File: src/rtl/vi_alu_pkg.sv
// vi_alu_pkg: shared opcode/funct constants, issue FSM states and MUL decode
package vi_alu_pkg;
  localparam logic [6:0] OP_REG    = 7'b0110011;
  localparam logic [6:0] OP_IMM    = 7'b0010011;
  localparam logic [6:0] OP_LOAD   = 7'b0000011;
  localparam logic [6:0] OP_STORE  = 7'b0100011;
  localparam logic [6:0] OP_BRANCH = 7'b1100011;
  localparam logic [6:0] OP_JAL    = 7'b1101111;
  localparam logic [6:0] OP_SYSTEM = 7'b1110011;
  localparam logic [6:0] F7_MUL    = 7'b0000001;
  typedef enum logic [1:0] {IDLE, MUL_WAIT, EXEC, RESP} state_t;
  function automatic logic is_mul(input logic [31:0] instr);
    return instr[6:0] == OP_REG && instr[14:12] == 3'b000 && instr[31:25] == F7_MUL;
  endfunction
endpackage

File: src/rtl/int_alu_issue_ctrl_if.sv
// int_alu_issue_ctrl_if: request, ALU and writeback signals of the issue controller
interface int_alu_issue_ctrl_if;
  logic        req_valid_i;
  logic        req_ready_o;
  logic [31:0] req_instr_i;
  logic [31:0] req_pc_i;
  logic [31:0] req_a_i;
  logic [31:0] req_b_i;
  logic [4:0]  req_rd_i;
  logic        kill_i;
  logic [31:0] alu_instr_o;
  logic [31:0] alu_pc_o;
  logic [31:0] alu_a_o;
  logic [31:0] alu_b_o;
  logic [31:0] alu_result_i;
  logic        alu_illegal_i;
  logic        out_valid_o;
  logic        out_ready_i;
  logic [31:0] out_result_o;
  logic [4:0]  out_rd_o;
  logic        out_illegal_o;
  logic        busy_o;
  modport slave (
    input  req_valid_i, req_instr_i, req_pc_i, req_a_i, req_b_i, req_rd_i, kill_i,
           alu_result_i, alu_illegal_i, out_ready_i,
    output req_ready_o, alu_instr_o, alu_pc_o, alu_a_o, alu_b_o,
           out_valid_o, out_result_o, out_rd_o, out_illegal_o, busy_o
  );
  modport master (
    output req_valid_i, req_instr_i, req_pc_i, req_a_i, req_b_i, req_rd_i, kill_i,
           alu_result_i, alu_illegal_i, out_ready_i,
    input  req_ready_o, alu_instr_o, alu_pc_o, alu_a_o, alu_b_o,
           out_valid_o, out_result_o, out_rd_o, out_illegal_o, busy_o
  );
endinterface

File: src/rtl/int_alu_issue_ctrl.sv
// int_alu_issue_ctrl: holds operands on the combinational ALU and registers the result for writeback
module int_alu_issue_ctrl
  import vi_alu_pkg::*;
#(
  parameter int MUL_LAT = 3
) (
  input logic clk_i,
  input logic rsn_i,
  int_alu_issue_ctrl_if.slave bus
);
  localparam int CW = $clog2(MUL_LAT + 1);
  state_t state;
  logic [CW-1:0] cnt;
  logic [4:0] op_rd;
  logic accept, go_mul;
  // ready is gated by reset so every output reads 0 while rsn_i is low
  assign bus.req_ready_o = rsn_i & !bus.kill_i & (state == IDLE | (state == RESP & bus.out_ready_i));
  assign accept = bus.req_valid_i & bus.req_ready_o;
  assign go_mul = is_mul(bus.req_instr_i) && (MUL_LAT > 1);
  always_ff @(posedge clk_i or negedge rsn_i)
    if (!rsn_i) begin
      state             <= IDLE;
      cnt               <= '0;
      op_rd             <= '0;
      bus.alu_instr_o   <= '0;
      bus.alu_pc_o      <= '0;
      bus.alu_a_o       <= '0;
      bus.alu_b_o       <= '0;
      bus.out_valid_o   <= 1'b0;
      bus.out_result_o  <= '0;
      bus.out_rd_o      <= '0;
      bus.out_illegal_o <= 1'b0;
      bus.busy_o        <= 1'b0;
    end else begin
      if (accept) begin
        bus.alu_instr_o <= bus.req_instr_i;
        bus.alu_pc_o    <= bus.req_pc_i;
        bus.alu_a_o     <= bus.req_a_i;
        bus.alu_b_o     <= bus.req_b_i;
        op_rd           <= bus.req_rd_i;
        bus.busy_o      <= 1'b1;
        state           <= go_mul ? MUL_WAIT : EXEC;
        cnt             <= go_mul ? CW'(MUL_LAT - 1) : '0;
      end
      if (bus.kill_i) begin
        state           <= IDLE;
        cnt             <= '0;
        bus.out_valid_o <= 1'b0;
        bus.busy_o      <= 1'b0;
      end else
        case (state)
          MUL_WAIT: begin
            cnt <= cnt - 1'b1;
            if (cnt == CW'(1)) state <= EXEC;
          end
          EXEC: begin
            bus.out_result_o  <= bus.alu_illegal_i ? '0 : bus.alu_result_i;
            bus.out_illegal_o <= bus.alu_illegal_i;
            bus.out_rd_o      <= op_rd;
            bus.out_valid_o   <= 1'b1;
            state             <= RESP;
          end
          RESP:
            if (bus.out_ready_i) begin
              bus.out_valid_o <= 1'b0;
              if (!accept) begin
                state      <= IDLE;
                bus.busy_o <= 1'b0;
              end
            end
          default: ;
        endcase
    end
endmodule

File: src/flat_wrapper.sv
// flat-port wrapper written by rule: the top's interface ports become plain ports
module int_alu_issue_ctrl_flat import vi_alu_pkg::*;
#(
  parameter int MUL_LAT = 3
)
  (clk_i, rsn_i, bus_req_valid_i, bus_req_instr_i, bus_req_pc_i, bus_req_a_i, bus_req_b_i, bus_req_rd_i, bus_kill_i, bus_alu_result_i, bus_alu_illegal_i, bus_out_ready_i, bus_req_ready_o, bus_alu_instr_o, bus_alu_pc_o, bus_alu_a_o, bus_alu_b_o, bus_out_valid_o, bus_out_result_o, bus_out_rd_o, bus_out_illegal_o, bus_busy_o);
  int_alu_issue_ctrl_if bus_i ();
  input logic clk_i;
  input logic rsn_i;
  input wire logic [$bits(bus_i.req_valid_i)-1:0] bus_req_valid_i;
  input wire logic [$bits(bus_i.req_instr_i)-1:0] bus_req_instr_i;
  input wire logic [$bits(bus_i.req_pc_i)-1:0] bus_req_pc_i;
  input wire logic [$bits(bus_i.req_a_i)-1:0] bus_req_a_i;
  input wire logic [$bits(bus_i.req_b_i)-1:0] bus_req_b_i;
  input wire logic [$bits(bus_i.req_rd_i)-1:0] bus_req_rd_i;
  input wire logic [$bits(bus_i.kill_i)-1:0] bus_kill_i;
  input wire logic [$bits(bus_i.alu_result_i)-1:0] bus_alu_result_i;
  input wire logic [$bits(bus_i.alu_illegal_i)-1:0] bus_alu_illegal_i;
  input wire logic [$bits(bus_i.out_ready_i)-1:0] bus_out_ready_i;
  output wire logic [$bits(bus_i.req_ready_o)-1:0] bus_req_ready_o;
  output wire logic [$bits(bus_i.alu_instr_o)-1:0] bus_alu_instr_o;
  output wire logic [$bits(bus_i.alu_pc_o)-1:0] bus_alu_pc_o;
  output wire logic [$bits(bus_i.alu_a_o)-1:0] bus_alu_a_o;
  output wire logic [$bits(bus_i.alu_b_o)-1:0] bus_alu_b_o;
  output wire logic [$bits(bus_i.out_valid_o)-1:0] bus_out_valid_o;
  output wire logic [$bits(bus_i.out_result_o)-1:0] bus_out_result_o;
  output wire logic [$bits(bus_i.out_rd_o)-1:0] bus_out_rd_o;
  output wire logic [$bits(bus_i.out_illegal_o)-1:0] bus_out_illegal_o;
  output wire logic [$bits(bus_i.busy_o)-1:0] bus_busy_o;
  assign bus_i.req_valid_i = bus_req_valid_i;
  assign bus_i.req_instr_i = bus_req_instr_i;
  assign bus_i.req_pc_i = bus_req_pc_i;
  assign bus_i.req_a_i = bus_req_a_i;
  assign bus_i.req_b_i = bus_req_b_i;
  assign bus_i.req_rd_i = bus_req_rd_i;
  assign bus_i.kill_i = bus_kill_i;
  assign bus_i.alu_result_i = bus_alu_result_i;
  assign bus_i.alu_illegal_i = bus_alu_illegal_i;
  assign bus_i.out_ready_i = bus_out_ready_i;
  assign bus_req_ready_o = bus_i.req_ready_o;
  assign bus_alu_instr_o = bus_i.alu_instr_o;
  assign bus_alu_pc_o = bus_i.alu_pc_o;
  assign bus_alu_a_o = bus_i.alu_a_o;
  assign bus_alu_b_o = bus_i.alu_b_o;
  assign bus_out_valid_o = bus_i.out_valid_o;
  assign bus_out_result_o = bus_i.out_result_o;
  assign bus_out_rd_o = bus_i.out_rd_o;
  assign bus_out_illegal_o = bus_i.out_illegal_o;
  assign bus_busy_o = bus_i.busy_o;
  int_alu_issue_ctrl #(.MUL_LAT(MUL_LAT)) u_core (.clk_i(clk_i), .rsn_i(rsn_i), .bus(bus_i));
endmodule
File: config.mk
export PLATFORM = sky130hd
export DESIGN_NAME = int_alu_issue_ctrl_flat
export DESIGN_NICKNAME = d
export VERILOG_FILES = /design/src/rtl/vi_alu_pkg.sv /design/src/rtl/int_alu_issue_ctrl_if.sv /design/src/rtl/int_alu_issue_ctrl.sv /design/src/flat_wrapper.sv
export SDC_FILE = /design/constraint.sdc
export NUM_CORES = 1
export LEC_CHECK = 0
export ABC_AREA = 0
export CAP_MARGIN = 25
export CORE_ASPECT_RATIO = 1.1
export CORE_MARGIN = 8
export CORE_UTILIZATION = 35
export DETAILED_ROUTE_END_ITERATION = 8
export PLACE_DENSITY = 0.71
export SLEW_MARGIN = 20
export SYNTH_ARGS = -nofsm -noshare
export SYNTH_HDL_FRONTEND = slang
export SYNTH_SLANG_ARGS = --single-unit
File: constraint.sdc
create_clock -name clk_i -period 3.19 [get_ports clk_i]
set_clock_uncertainty 0.1 [all_clocks]
set_input_delay 0.638 -clock clk_i [delete_from_list [all_inputs] [get_ports clk_i]]
set_output_delay 0.638 -clock clk_i [all_outputs]
set_load 0.1 [all_outputs]
==> flow_summary.yaml, run 1 <==
power_and_ir_drop:
  combPwrFrac: 0.537
  p_int_mw: 5.30
  vdd_drop_max_v: 0.000751
  p_sw_mw: 5.96
  swShare: 0.529
  cellPowerDensity_mw_per_mm2: 1050
  p_leak_nw: 4.85
  power_frac_seq: 0.278
  power.share.clock: 0.186
place:
  globalplace.congestion: 0.800
  portBuffers: 339
  dpl.hpwl_mm: 15.7
synth:
  syn-num-nets: 647
  ys_seq_elements: 177
  synth_ff_type: "dfrtp_1"
  synth_top_area_frac: 0.647
  ys_warn_count: 0
  yosys-top-cells-count: "177 x dfrtp_1, 139 x mux2_2, 37 x nand2_1"
  synth_cell_types: 23
  avgSynthCellArea_um2: 14.4
  synthArstFlopShare: 1.00
  synth.top_cells.by_area: "dfrtp_1 65%, mux2_2 23%, nand2b_1 3.1%, o21ai_0 2.6%, nand2_1 2.0%"
  ys_seq_area_frac: 0.647
  synth-edff-count: 0
  synth.cell_area_mm2: 0.00684
  synth.most_common_cell: "dfrtp_1"
  synth_top_area_cell: "dfrtp_1"
  synth_cells: 475
global_routing:
  overflow: 0
  antenna_found_initial: 1
  grt_pass1_wl_mm: 30.7
  grt_pass1_vias: 5626
  grt.total_usage: 0.163
  grt_max_degree: 132
setup_path:
  path_class: "in -> out"
  start_kind: "input pin"
  r2r_end: "u_core.bus.alu_a_o[13]"
  critPathCaptureType: "output pin"
  timing.rr.start: "u_core.state[0]"
  r2r_slack_ps: 1110
  worst_r2r_path_depth: 4
  cp.required_ps: 2450
  crit_fanout: 3
  worstPathArrival_ps: 1840
  crit_start: "bus_out_ready_i"
timing:
  setup_viol: 0
  layout_worst_path_cycle_share: 0.808
  maxSlewViolCount: 0
  max-slew-margin-rel: 0.394
  worst_slew_pin_slew_ps: 906
  rsz0062_at_grt: "false"
  period_minus_slack_ps: 2580
  max_freq_mhz: 388
  timing.setup.tns_ps: 0
  hold_viol_final: 0
floorplanning:
  die-area_mm2: 0.0243
  die_h_um: 163
  start_util: 0.357
  io_pins: 340
  die_x_um: 149
  row_count: 53
  core-area_mm2: 0.0192
clock_tree:
  cts_sinks: 177
  cts_root_buf: "clkbuf_16"
  insertion_delay_ps: 410
  cts_setup_buffers: 0
  clk_path_buf_depth: 2
  h-tree-depth: 4
  hold_buffers: 0
  cts.repair.resized: 0
  cts_buffers: 17
  cts_tree: "built"
  clkTransAtPathRegs_ps: 60
finish:
  diodes: 0
  drive_above_1_share: 0.423
  area_delta_synth_final_pct: 56.0
  fin_util: 0.557
  nets: 984
routing:
  via_per_inst: 4.64
  wl_per_cell_um: 18.7
  ant_nets: 0
  routed_wl_mm: 20.0
  drc: 0
  vias: 4975
  drt-initial-drc-count: 150
  dr.pass1.iters: 4
job:
  max_cap_viol_count: 0
min_path:
  hold_path.class: "in -> async"
run_status:
  status: "finished clean"
-- metal layers --
metal | part of all wire | wire [µm] | GRT usage | vias up
li1 | - | - | - | 2307
met1 | 0.36 | 7240 | 0.166 | 2425
met2 | 0.51 | 10300 | 0.285 | 218
met3 | 0.11 | 2130 | 0.0812 | 23
met4 | 0.017 | 341 | 0.0524 | 2
met5 | 0.00050 | 10 | 0 | -
-- metrics by stage --
stage | instance area (µm²) | setup slack [ps] | hold WS (ps) | total power, mW | cells
after floorplan | 6840 | 800 | 242 | 7.74 | 475
after global placement | 10100 | 539 | 368 | 9.18 | 1040
after detailed placement | 10100 | 512 | 373 | 9.26 | 1040
after CTS | 10700 | 617 | 62.2 | 11.4 | 1072
after global routing | 10700 | 519 | 69.0 | 11.6 | 1072
final | 10700 | 611 | 63.4 | 11.3 | 1072
-- power groups by stage --
stage,Combinational [mW],Sequential (mW),Clock (mW)
6_report,6.04,3.13,2.09
2_1_floorplan,0.577,7.17,0
5_1_grt,6.20,3.20,2.25
3_5_place_dp,6.09,3.16,0
4_1_cts,6.10,3.13,2.15
3_3_place_gp,6.05,3.13,0
-- cell type report --
| class | count | area [µm²] |
|---|---|---|
| clock buffer | 20 | 447 |
| multi-input combinational | 270 | 2270 |
| timing repair buffer | 344 | 3060 |
| clock inverter | 12 | 149 |
| sequential | 177 | 4430 |
| tap | 247 | 309 |
| fill | 1564 | 8490 |
| inverter | 2 | 7.51 |
-- state kept, by name, indices dropped and copies added (netlist names), 2 cells and up --
signal,flops
u_core.bus.alu_a_o,32
u_core.bus.alu_b_o,32
u_core.bus.alu_instr_o,32
u_core.bus.alu_pc_o,32
u_core.bus.out_result_o,32
u_core.bus.out_rd_o,5
u_core.op_rd,5
u_core.cnt,2
u_core.state,2
-- cells by family (layout without fill, tap and decap cells) --
| logic type | count (synthesis) | in the layout | synth area share |
|---|---|---|---|
| flip-flops | 177 | 177 | 0.647 |
| AO/OA/AOI/OAI | 42 | 42 | 0.0326 |
| buffers and inverters | 28 | 378 | 0.0234 |
| multiplexers | 139 | 139 | 0.229 |
| adder cells (fa/ha/maj) | 1 | 1 | 0.00183 |
| AND/OR/NAND/NOR | 88 | 88 | 0.0660 |
-- worst max-delay path, cell delays in order --
cell and delay [ps]:
clkdlybuf4s50_1 500, nand3_1 110, o21ai_0 150, and3_1 250
buf_12 180
-- worst max path at each step --
stage	end	cells after the start
2_1_floorplan	bus_req_ready_o	3
3_3_place_gp	u_core.bus.alu_pc_o[20]	5
3_5_place_dp	u_core.bus.alu_b_o[18]	5
4_1_cts	bus_req_ready_o	5
5_1_grt	bus_req_ready_o	5
6_report	bus_req_ready_o	5
-- cell usage in the layout, fill, tap and decap left out, drive strengths merged --
| cell type | Yosys | final |
|---|---|---|
| nand2 | 37 | 37 |
| ha | 1 | 1 |
| inv | 2 | 6 |
| nand2b | 34 | 34 |
| or4 | 1 | 1 |
| dfrtp | 177 | 177 |
| o21ai | 35 | 35 |
| nor3 | 1 | 1 |
| and3 | 3 | 3 |
| a211oi | 1 | 1 |
| nor2 | 4 | 4 |
| o2111ai | 1 | 1 |
| a31oi | 1 | 1 |
| or2 | 1 | 1 |
| bufinv | 0 | 2 |
| clkdlybuf4s50 | 0 | 169 |
| buf | 17 | 175 |
| nor4b | 2 | 2 |
| nand3 | 4 | 4 |
| clkinv | 0 | 6 |
| nor2b | 1 | 1 |
| mux2 | 139 | 139 |
| a21oi | 4 | 4 |
| clkbuf | 9 | 20 |
Note: power is estimated with default switching activity, not from simulation.
==> run 2: changes to the inputs <==
--- a/config.mk
+++ b/config.mk
@@ -11,7 +11,7 @@
 export CORE_MARGIN = 8
 export CORE_UTILIZATION = 35
 export DETAILED_ROUTE_END_ITERATION = 8
-export PLACE_DENSITY = 0.71
+export PLACE_DENSITY = 0.74
 export SLEW_MARGIN = 20
 export SYNTH_ARGS = -nofsm -noshare
 export SYNTH_HDL_FRONTEND = slang
==> constraint.sdc (replaced) <==
create_clock -name clk_i -period 2.1 [get_ports clk_i]
set_clock_uncertainty 0.1 [all_clocks]
set_input_delay 0.42 -clock clk_i [delete_from_list [all_inputs] [get_ports clk_i]]
set_output_delay 0.42 -clock clk_i [all_outputs]
set_load 0.1 [all_outputs]
==> flow_summary.yaml, run 2 (synthesized netlist as in run 1, its figures left out) <==
run_status:
  status: "finished clean"
floorplanning:
  die_h_um: 163
  start_util: 0.357
  core-area_mm2: 0.0192
  die_x_um: 149
  die-area_mm2: 0.0243
  io_pins: 340
  row_count: 53
min_path:
  hold_path.class: "in -> async"
setup_path:
  crit_fanout: 4
  slowest_stage: "clkdlybuf4s50_1"
  timing.rr.start: "u_core.state[1]"
  slowest_delay_ps: 490
  worstPathArrival_ps: 1490
  critPathCaptureType: "output pin"
  crit_start: "bus_kill_i"
  path_class: "in -> out"
  cp.required_ps: 1580
  start_kind: "input pin"
  r2r_slack_ps: 200
  path_cells: "clkdlybuf4s50_1 -> inv_1 -> buf_4 -> and3_4 -> buf_12"
finish:
  fin_util: 0.574
  multi_input_area_mm2: 0.00229
  nets: 1010
  layout_common_cells: "185 x buf_4, 176 x dfrtp_1, 168 x clkdlybuf4s50_1, 139 x mux2_2, 36 x nand2_1"
  diodes: 0
  area_delta_synth_final_pct: 60.9
  drive_above_1_share: 0.446
  fin_cells: 1097
  seqCellArea_mm2: 0.00443
  fill_cells: 1636
  final_common_cell: "buf_4"
clock_tree:
  clkTransAtPathRegs_ps: 70
  clk_path_buf_depth: 2
  cts_tree: "built"
  cts_root_buf: "clkbuf_16"
  h-tree-depth: 4
  insertion_delay_ps: 410
  cts_sinks: 177
  cts_buffers: 17
timing:
  max-slew-margin-rel: 0.540
  period_minus_slack_ps: 2010
  hold_slack_ps: 58.8
  hold_viol_final: 0
  worst_slew_pin_slew_ps: 690
  layout_worst_path_cycle_share: 0.958
  max_freq_mhz: 497
  maxSlewViolCount: 0
  setup_viol: 0
  rsz0062_at_grt: "false"
power_and_ir_drop:
  fin_total_pwr_mw: 17.2
  vdd_drop_max_v: 0.000914
  p_leak_nw: 5.02
  cellPowerDensity_mw_per_mm2: 1560
global_routing:
  grt_max_degree: 129
  grt_pass1_wl_mm: 30.7
  grt_pass1_vias: 5491
  grt.total_usage: 0.161
  antenna_found_initial: 0
  overflow: 0
routing:
  vias: 5019
  routed_wl_mm: 19.6
  drc: 0
  dr.pass1.iters: 4
  drt-initial-drc-count: 159
  ant_nets: 0
  wl_per_cell_um: 17.9
  via_per_inst: 4.58
place:
  dp_cells: 1065
  portBuffers: 339
  dpl.hpwl_mm: 15.2
  globalplace.congestion: 0.765
job:
  max_cap_viol_count: 0
## run 2: repair_timing
item	in CTS	in global routing
resized for setup	5	2
buffers inserted	1	0
hold buffers	0	0
pin swaps	1	0
setup endpoints to repair	1	1
endpoints found under the hold margin	0	0
## run 2: final timing paths
check,cells past startpoint,to
min reg2reg,2,u_core.bus.out_result_o[17]
max,5,bus_req_ready_o
min in group clk_i,2,u_core.bus.out_result_o[17]
min,2,u_core.bus.alu_instr_o[12]
max in group asynchronous,2,u_core.bus.alu_pc_o[11]
max reg2reg,5,u_core.bus.alu_a_o[29]
## run 2: layout make-up
cell class              count  share of cell area
multi-input cells         270               0.208
well taps                 247              0.0281
clock buffers              19              0.0402
repair buffers            370               0.307
clock inverters            12              0.0134
flip-flops and latches    177               0.403
inverters                   2            0.000682
## run 2: worst max-delay path: cells and delay by family
family	cells	cell delay [ps]
buffers and inverters	4	890
and+or+nand+nor	1	180
## run 2: layer usage
layer,vias up,global-route usage,part of all wire
met5,-,0,0
met4,0,0.0501,0.014
met3,21,0.0712,0.10
met2,207,0.274,0.50
met1,2430,0.178,0.38
li1,2361,-,-
## run 2: power breakdown
group          leakage [nW]  internal (mW)  switching, mW
clock network         0.283           1.81           1.40
logic                  2.58           2.02           7.20
registers              2.15           4.27          0.445
## run 2: per-stage QoR
step                      setup WS, ps  instance area, µm²  TNS, ps
after detailed placement          -236               10400   -26060
after floorplan                   48.5                6840        0
after CTS                         48.6               11000        0
after global placement            -198               10400   -23330
after global routing              7.90               11000        0
final                             87.6               11000        0
==> run 3: changes to the inputs <==
--- a/config.mk
+++ b/config.mk
@@ -8,7 +8,6 @@
 export ABC_AREA = 0
 export CAP_MARGIN = 25
 export CORE_ASPECT_RATIO = 1.1
-export CORE_MARGIN = 8
 export CORE_UTILIZATION = 35
 export DETAILED_ROUTE_END_ITERATION = 8
 export PLACE_DENSITY = 0.74
@@ -16,3 +15,4 @@
 export SYNTH_ARGS = -nofsm -noshare
 export SYNTH_HDL_FRONTEND = slang
 export SYNTH_SLANG_ARGS = --single-unit
+export TNS_END_PERCENT = 20
==> flow_summary.yaml, run 3 (synthesized netlist as in run 1, its figures left out) <==
setup_path:
  critPathCaptureType: "output pin"
  r2r_end: "u_core.bus.alu_pc_o[6]"
  endpoint: "bus_req_ready_o"
  path_class: "in -> out"
  worst_r2r_path_depth: 4
  slowest_delay_ps: 490
  r2r_slack_ps: 150
  path_cells: "clkdlybuf4s50_1 -> nand3_1 -> o21ai_2 -> and3_1 -> buf_12"
  cp.required_ps: 1580
  start_kind: "input pin"
  crit_start: "bus_out_ready_i"
  slowest_stage: "clkdlybuf4s50_1"
  crit_fanout: 3
  timing.rr.start: "u_core.state[0]"
  worstPathArrival_ps: 1530
clock_tree:
  cts_buffers: 17
  h-tree-depth: 4
  clkTransAtPathRegs_ps: 60
  cts_tree: "built"
  cts_sinks: 177
  hold_buffers: 0
  insertion_delay_ps: 410
  clk_path_buf_depth: 2
  cts_setup_buffers: 0
  cts_root_buf: "clkbuf_16"
power_and_ir_drop:
  vdd_drop_max_v: 0.000980
  cellPowerDensity_mw_per_mm2: 1560
  swShare: 0.536
  power.share.clock: 0.177
  p_int_mw: 7.85
  power_frac_seq: 0.280
  p_leak_nw: 4.94
  combPwrFrac: 0.543
  p_sw_mw: 9.06
  fin_total_pwr_mw: 16.9
floorplanning:
  row_count: 53
  die-area_mm2: 0.0201
  io_pins: 340
  start_util: 0.358
  core-area_mm2: 0.0191
  die_h_um: 149
  die_x_um: 135
finish:
  fill_cells: 1633
  fin_cells: 1093
  final_common_cell: "buf_4"
  area_delta_synth_final_pct: 58.8
  layout_common_cells: "185 x buf_4, 175 x dfrtp_1, 169 x clkdlybuf4s50_1, 139 x mux2_2, 36 x nand2_1"
  nets: 1005
  diodes: 0
  drive_above_1_share: 0.442
global_routing:
  antenna_found_initial: 0
  grt_max_degree: 178
  grt_pass1_vias: 5104
  overflow: 0
  grt.total_usage: 0.176
  grt_pass1_wl_mm: 26.9
place:
  dp_cells: 1061
  dpl.hpwl_mm: 13.2
  portBuffers: 339
  globalplace.congestion: 0.757
routing:
  wl_per_cell_um: 16.2
  ant_nets: 0
  dr.pass1.iters: 4
  via_per_inst: 4.53
  routed_wl_mm: 17.7
  drc: 0
  drt-initial-drc-count: 172
  vias: 4954
job:
  max_cap_viol_count: 0
timing:
  maxSlewViolCount: 0
  setup_viol: 0
  layout_worst_path_cycle_share: 0.977
  worst_slew_pin_slew_ps: 1100
  period_minus_slack_ps: 2050
  max-slew-margin-rel: 0.265
  hold_slack_ps: -33.8
  hold_viol_final: 6
  max_freq_mhz: 487
min_path:
  hold_path.class: "in -> async"
run_status:
  status: "finished, violations left"
  violations: "hold timing"
[run 3: changes by cell type in the layout (fill, tap and decap cells not counted), sizes merged]
cell	before	now
buf	201	196
inv	7	10
clkinv	3	2
bufinv	2	0
dlygate4sd2	1	0
clkbuf	19	18
clkinvlp	2	4
clkdlybuf4s50	168	169
[run 3: critical path, delay by kind of cell]
| family | cells | cell delay [ps] |
|---|---|---|
| compound gates | 1 | 90 |
| simple gates | 2 | 340 |
| buf+inv | 2 | 670 |
[run 3: timing repair]
item                       in CTS  in global routing
setup endpoints to repair       1                  1
gates resized for setup         2                  2
pin swaps                       0                  1
[run 3: per-stage QoR]
step                      TNS [ps]  worst slack (ps)  hold WS [ps]  utilization  area, µm²
after floorplan                  0              48.5          24.4            -       6840
after global placement      -28970              -254           365        0.540      10300
after detailed placement    -34210              -302           371        0.540      10300
after CTS                        0              3.88           172        0.569      10900
after global routing         -11.3             -11.3           181        0.569      10900
final                            0              48.0         -33.8        0.569      10900
[run 3: how the worst min path moves through the flow]
stage / from / to / slack, ps / cells after the start
final: rsn_i / u_core.bus.busy_o / -30 / 2
after global routing: rsn_i / u_core.bus.busy_o / 180 / 2
after CTS: rsn_i / u_core.bus.alu_instr_o[26] / 170 / 2
after detailed placement: u_core.bus.out_result_o[11] / u_core.bus.out_result_o[11] / 370 / 2
after global placement: u_core.bus.out_result_o[26] / u_core.bus.out_result_o[26] / 360 / 2
after floorplan: rsn_i / u_core.bus.alu_a_o[0] / 20 / 0
[run 3: layout make-up]
| type | instances | area (µm²) | share of cell area |
|---|---|---|---|
| inverter | 2 | 7.51 | 0.000691 |
| clock inverter | 14 | 120 | 0.0111 |
| sequential | 177 | 4430 | 0.408 |
| multi-input combinational | 270 | 2280 | 0.209 |
| clock buffer | 18 | 429 | 0.0395 |
| timing repair buffer | 365 | 3290 | 0.303 |
| tap | 247 | 309 | 0.0284 |
[run 3: metal layers]
metal / global-route usage / routed length [µm]
met5: 0 / 0
met4: 0.0534 / 252
met3: 0.0654 / 1510
met2: 0.305 / 9090
met1: 0.201 / 6820
[run 3: power groups by stage]
stage | sequential (mW) | clock (mW) | combinational (mW)
after floorplan | 10.9 | 0 | 0.876
after global placement | 4.76 | 0 | 9.17
after detailed placement | 4.79 | 0 | 9.23
after CTS | 4.74 | 3.11 | 9.24
after global routing | 4.84 | 3.23 | 9.41
final | 4.73 | 3.00 | 9.18
